--- src/rtl/safe_lock_pkg.sv ---
// Shared types and sizing for the code serializer and its gap timer.
package safe_lock_pkg;

  localparam int CODE_LEN_MAX = 16;
  localparam int GAP_W        = 8;
  localparam int BIT_CNT_W    = $clog2(CODE_LEN_MAX);

  typedef enum logic [2:0] {
    IDLE,
    SEND,
    GAP_WAIT,
    RESP,
    FLUSH,
    DONE
  } ser_state_e;

endpackage

--- src/rtl/ser_gap_timer.sv ---
// Loadable down-counter timing the idle gap between serial code bits.
module ser_gap_timer
  import safe_lock_pkg::*;
#(
  parameter int W = GAP_W
) (
  input  logic         clk,
  input  logic         rstn,
  input  logic         load_i,
  input  logic [W-1:0] load_val_i,
  output logic         expired_o
);

  logic [W-1:0] cnt_q;

  always_ff @(posedge clk or negedge rstn) begin
    if (!rstn) begin
      cnt_q <= '0;
    end else if (load_i) begin
      cnt_q <= load_val_i;
    end else if (cnt_q != '0) begin
      cnt_q <= cnt_q - 1'b1;
    end
  end

  assign expired_o = (cnt_q == '0);

endmodule

--- src/rtl/code_serializer.sv ---
// Serializes a code MSB-first with GAP idle cycles between bits, then flushes the checker.
// Define CODE_SER_RESP_EN to sample the checker response (RESP state, unlocked/error).
//
// state    | meaning
// IDLE     | code_ready=1, waiting for code_valid
// SEND     | ser_val=1, current MSB on ser_data
// GAP_WAIT | GAP idle cycles between bits
// RESP     | sample chk_val/chk_data
// FLUSH    | ser_val=1, ser_data=0 to return checker to idle
// DONE     | one-cycle done pulse
module code_serializer
  import safe_lock_pkg::*;
#(
  parameter int CODE_LEN = 4,
  parameter int GAP      = 2
) (
  input  logic                clk,
  input  logic                rstn,
  input  logic                code_valid,
  input  logic [CODE_LEN-1:0] code_data,
  output logic                code_ready,
  output logic                ser_val,
  output logic                ser_data,
  input  logic                chk_val,
  input  logic                chk_data,
  output logic                done,
  output logic                unlocked,
  output logic                error
);

  localparam logic [GAP_W-1:0] GAP_LOAD = (GAP > 0) ? GAP_W'(GAP - 1) : '0;

  ser_state_e            state_q;
  logic [CODE_LEN-1:0]   shift_q;
  logic [CODE_LEN-1:0]   shift_nx;
  logic [BIT_CNT_W-1:0]  bits_left_q;
  logic                  code_ready_q;
  logic                  ser_val_q;
  logic                  ser_data_q;
  logic                  done_q;
  logic                  gap_expired;

  assign shift_nx = shift_q << 1;

  // Reloaded on every SEND so the count always starts fresh for the gap that follows.
  ser_gap_timer #(.W(GAP_W)) u_gap_timer (
    .clk        (clk),
    .rstn       (rstn),
    .load_i     (state_q == SEND),
    .load_val_i (GAP_LOAD),
    .expired_o  (gap_expired)
  );

`ifdef CODE_SER_RESP_EN
  logic unlocked_q;
  logic error_q;

  always_ff @(posedge clk or negedge rstn) begin
    if (!rstn) begin
      unlocked_q <= 1'b0;
      error_q    <= 1'b0;
    end else if (state_q == IDLE && code_valid && code_ready_q) begin
      unlocked_q <= 1'b0;
      error_q    <= 1'b0;
    end else if (state_q == RESP) begin
      unlocked_q <= chk_val & chk_data;
      error_q    <= ~chk_val;
    end
  end

  assign unlocked = unlocked_q;
  assign error    = error_q;
`else
  logic unused_chk;
  assign unused_chk = chk_val ^ chk_data;
  assign unlocked   = 1'b0;
  assign error      = 1'b0;
`endif

  always_ff @(posedge clk or negedge rstn) begin
    if (!rstn) begin
      state_q      <= IDLE;
      shift_q      <= '0;
      bits_left_q  <= '0;
      code_ready_q <= 1'b1;
      ser_val_q    <= 1'b0;
      ser_data_q   <= 1'b0;
      done_q       <= 1'b0;
    end else begin
      ser_val_q  <= 1'b0;
      ser_data_q <= 1'b0;
      done_q     <= 1'b0;
      case (state_q)
        IDLE: begin
          if (code_valid && code_ready_q) begin
            shift_q      <= code_data;
            bits_left_q  <= BIT_CNT_W'(CODE_LEN - 1);
            code_ready_q <= 1'b0;
            ser_val_q    <= 1'b1;
            ser_data_q   <= code_data[CODE_LEN-1];
            state_q      <= SEND;
          end
        end
        SEND: begin
          shift_q <= shift_nx;
          if (bits_left_q == '0) begin
`ifdef CODE_SER_RESP_EN
            state_q   <= RESP;
`else
            ser_val_q <= 1'b1;
            state_q   <= FLUSH;
`endif
          end else begin
            bits_left_q <= bits_left_q - 1'b1;
            if (GAP == 0) begin
              ser_val_q  <= 1'b1;
              ser_data_q <= shift_nx[CODE_LEN-1];
              state_q    <= SEND;
            end else begin
              state_q <= GAP_WAIT;
            end
          end
        end
        GAP_WAIT: begin
          if (gap_expired) begin
            ser_val_q  <= 1'b1;
            ser_data_q <= shift_q[CODE_LEN-1];
            state_q    <= SEND;
          end
        end
        RESP: begin
          ser_val_q <= 1'b1;
          state_q   <= FLUSH;
        end
        FLUSH: begin
          done_q  <= 1'b1;
          state_q <= DONE;
        end
        DONE: begin
          code_ready_q <= 1'b1;
          state_q      <= IDLE;
        end
        default: state_q <= IDLE;
      endcase
    end
  end

  assign code_ready = code_ready_q;
  assign ser_val    = ser_val_q;
  assign ser_data   = ser_data_q;
  assign done       = done_q;

endmodule

--- config.mk ---
export PLATFORM = sky130hd
export DESIGN_NAME = code_serializer
export DESIGN_NICKNAME = d
export VERILOG_FILES = /design/src/rtl/safe_lock_pkg.sv /design/src/rtl/ser_gap_timer.sv /design/src/rtl/code_serializer.sv
export SDC_FILE = /design/constraint.sdc
export NUM_CORES = 1
export LEC_CHECK = 0
export BUFFER_PORTS_ARGS = -buffer_cell sky130_fd_sc_hd__buf_2
export CAP_MARGIN = 20
export CELL_PAD_IN_SITES_DETAIL_PLACEMENT = 0
export CELL_PAD_IN_SITES_GLOBAL_PLACEMENT = 1
export CORE_MARGIN = 8
export CORE_UTILIZATION = 41
export CTS_BUF_LIST = sky130_fd_sc_hd__clkbuf_4 sky130_fd_sc_hd__clkbuf_8
export CTS_CLUSTER_DIAMETER = 200
export DETAILED_ROUTE_END_ITERATION = 8
export PLACE_DENSITY = 0.85
export SYNTH_ARGS = -nofsm -noshare
export SYNTH_HDL_FRONTEND = slang
export SYNTH_SLANG_ARGS = --single-unit
--- constraint.sdc ---
create_clock -name clk -period 1.9 [get_ports clk]
set_input_delay 0.095 -clock clk [delete_from_list [all_inputs] [get_ports clk]]
set_output_delay 0.095 -clock clk [all_outputs]
set_load 0.01 [all_outputs]
==> impl_metrics.py <==
metrics = {
    "run_status": {
        "status": "finished, final reports clean",
    },
    "final_layout": {
        "seq_area_um2": 576.8,
        "finish.instance_area_mm2": 0.001341,
        "final_core_util_pct": 48.64,
        "synthToLayoutAreaGrowth_pct": 12.25,
        "drive_gt1_share_pct": 17.01,
        "multi_input_area_um2": 568.0,
        "layout.nets": 161,
        "fill_cells": 277,
        "num_antenna_cells": 0,
    },
    "run": {
        "cap_viol_max_count": 0,
    },
    "routing": {
        "drc": 0,
        "drt_pass1_iterations": 4,
        "via_per_inst": 5.320,
        "drt_iter0_markers": 24,
        "antenna_left": 0,
        "avgRoutedWirePerCell_um": 13.08,
        "routed_wl_mm": 2.329,
        "vias": 947,
    },
    "cts": {
        "clockBufferDepth": 2,
        "clock-sinks": 23,
        "cts.htree.levels": 1,
        "root_buffer": "clkbuf_4",
        "clk_pin_slew_ps": 130,
        "cts_tree": "yes",
        "cts_inserted_buffers": 3,
        "clkLatencyLatePin_ps": 310,
    },
    "sta": {
        "setup_viol": 0,
        "slew_viol_final": 0,
        "finalCritPeriodShare_pct": 92.27,
        "tightestPinTransition_ps": 513.4,
        "slew_headroom_pct": 65.58,
        "post-route-min-period_ps": 1753,
        "rsz0062_at_grt": "false",
        "fmax_ghz": 0.5704,
        "hold_violations": 0,
        "totalNegativeSetupSlack_ps": 0,
        "finClkSkew_ps": 6.139,
    },
    "placement": {
        "gp_routability_congestion": 0.7832,
        "dp_hpwl_mm": 1.702,
        "place_area_mm2": 0.001299,
        "port_buffers": 10,
    },
    "synthesis": {
        "synth.yosys.warnings": 0,
        "synth_seq_area_share_pct": 48.27,
        "synth_edf_count": 0,
        "ys.flop_type": "dfrtp_1",
        "synth_cell_type_count": 35,
        "synthesis.instances": 131,
        "syn_area_per_cell_um2": 9.121,
        "syn-cell-area_mm2": 0.001195,
        "synth_area_leaders": "dfrtp_1, nor2_1, nand2_1",
        "yosysTopAreaCell": "dfrtp_1",
        "synth-seq-cells": 23,
        "async_flop_share_pct": 100.0,
        "yosys.area.top_type_share_pct": 46.07,
    },
    "grt": {
        "grt_first_pass_wirelength_mm": 4.209,
        "use_met2_pct": 14.42,
        "grt_max_degree": 24,
        "overflow": 0,
        "use_met3_pct": 1.554,
        "grt.busiest_layer": "met2",
        "grtUsageTotal_pct": 9.927,
        "antenna_found_initial": 0,
        "met1_usage_pct": 13.87,
        "grt_pass1_vias": 882,
    },
    "die": {
        "num_io_pins": 15,
        "die_y_um": 69.99,
        "initial_core_util_pct": 43.33,
        "dieArea_mm2": 0.004898,
        "core-area_mm2": 0.002758,
        "row_count": 19,
        "fp.dieW_um": 69.99,
    },
    "critical_path": {
        "arrival_ps": 1990,
        "cp.required_ps": 2130,
        "path_max_fanout": 5,
        "cp-end-kind": "register",
        "start_kind": "register",
        "crit_type": "register to register",
    },
    "min_path": {
        "hold_path.class": "primary input to register",
    },
    "power": {
        "power-per-cell-area_mw_per_mm2": 1536,
        "leakagePower_uw": 0.0006314,
        "vdd_drop_max_mv": 0.7902,
    },
}
==> worst paths after layout <==
path	startpoint	to	slack [ps]	cells past startpoint
setup / recovery	u_gap_timer.cnt_q[0]	state_q[0]	150	5
hold / removal	code_data[0]	shift_q[0]	10	2
setup reg to reg	u_gap_timer.cnt_q[0]	state_q[0]	150	5
hold reg to reg	shift_q[0]	shift_q[0]	520	1
max in group asynchronous	rstn	code_ready	1260	2
min in group asynchronous	rstn	u_gap_timer.cnt_q[4]	270	2
==> synth_stat cells (2+ instances only) <==
cell       n
dfrtp_1   22
nor2_1    19
nand2_1   18
a21oi_1    7
inv_1      6
o21ai_0    6
nand2b_1   5
nor3b_1    5
ha_1       4
a31oi_1    3
buf_2      3
nand3_1    3
nor3_1     3
nor4_1     3
buf_4      2
mux2i_1    2
xor2_1     2
==> critical path, cell delays in order (launching register included) <==
cell and delay, ps:
dfrtp_1 430, inv_1 90, ha_1 170, or3b_4 410, or3_1 360, a221oi_2 210
==> metrics by stage <==
| step | total power, uW | std cells | hold WS [ps] | worst slack (ps) |
|---|---|---|---|---|
| after global placement | 1786 | 173 | 96.80 | 110.8 |
| final | 2060 | 178 | 14.80 | 146.9 |
| after global routing | 2259 | 178 | 8.054 | 62.82 |
| after CTS | 2068 | 178 | 8.590 | 42.32 |
| after floorplan | 1561 | 132 | -200.6 | 107.1 |
| after detailed placement | 1817 | 173 | 102.9 | 78.67 |
==> cell type report <==
type	count	share of cell area, %
well taps	31	2.892
inverters	6	1.679
multi-input cells	97	42.35
clock buffers	4	2.239
flip-flops and latches	23	43.00
repair buffers	17	7.836
==> power breakdown <==
part / total, uW / switching [uW] / internal (uW) / leakage, uW
combinational: 922 / 488 / 434 / 0.000325
sequential: 892 / 206 / 686 / 0.000288
clock: 246 / 150 / 96.2 / 0.0000184
==> layer usage <==
| layer | wire, um | part of all wire [%] |
|---|---|---|
| met3 | 72 | 3.1 |
| met1 | 1199 | 51 |
| met4 | 27 | 1.2 |
| met2 | 1030 | 44 |
| met5 | 0 | 0 |
==> sequential cells by signal, indices dropped and copies added (netlist names) <==
register and flops:
state_q 3, ser_data 1, code_ready 1, u_gap_timer.cnt_q 8, shift_q 4, ser_val 1
done 1, bits_left_q 4
==> cell usage in the layout, fill, tap and decap left out, drive strengths merged, types with 2 or more instances in the layout <==
master	count
a21oi	7
a31oi	3
buf	16
clkbuf	4
conb	2
dfrtp	22
ha	4
inv	6
mux2i	2
nand2	18
nand2b	5
nand3	3
nor2	19
nor3	4
nor3b	5
nor4	3
o21ai	6
xor2	2
==> cells by family after synthesis <==
logic type / after synthesis / synth area share [%]
mux: 2 / 1.675
other cells: 1 / 0.3138
flops: 23 / 48.27
buf+inv: 12 / 4.711
compound gates: 23 / 12.25
xor+xnor: 3 / 2.199
simple gates: 63 / 26.39
fa+ha+maj: 4 / 4.189
==> timing repair <==
item	CTS	global route
hold buffers	1	0
hold endpoints to repair	22	0
gates resized for setup	0	1
endpoints found under the setup margin	0	1
setup buffers	0	0
Note: power is estimated with default switching activity, not from simulation.
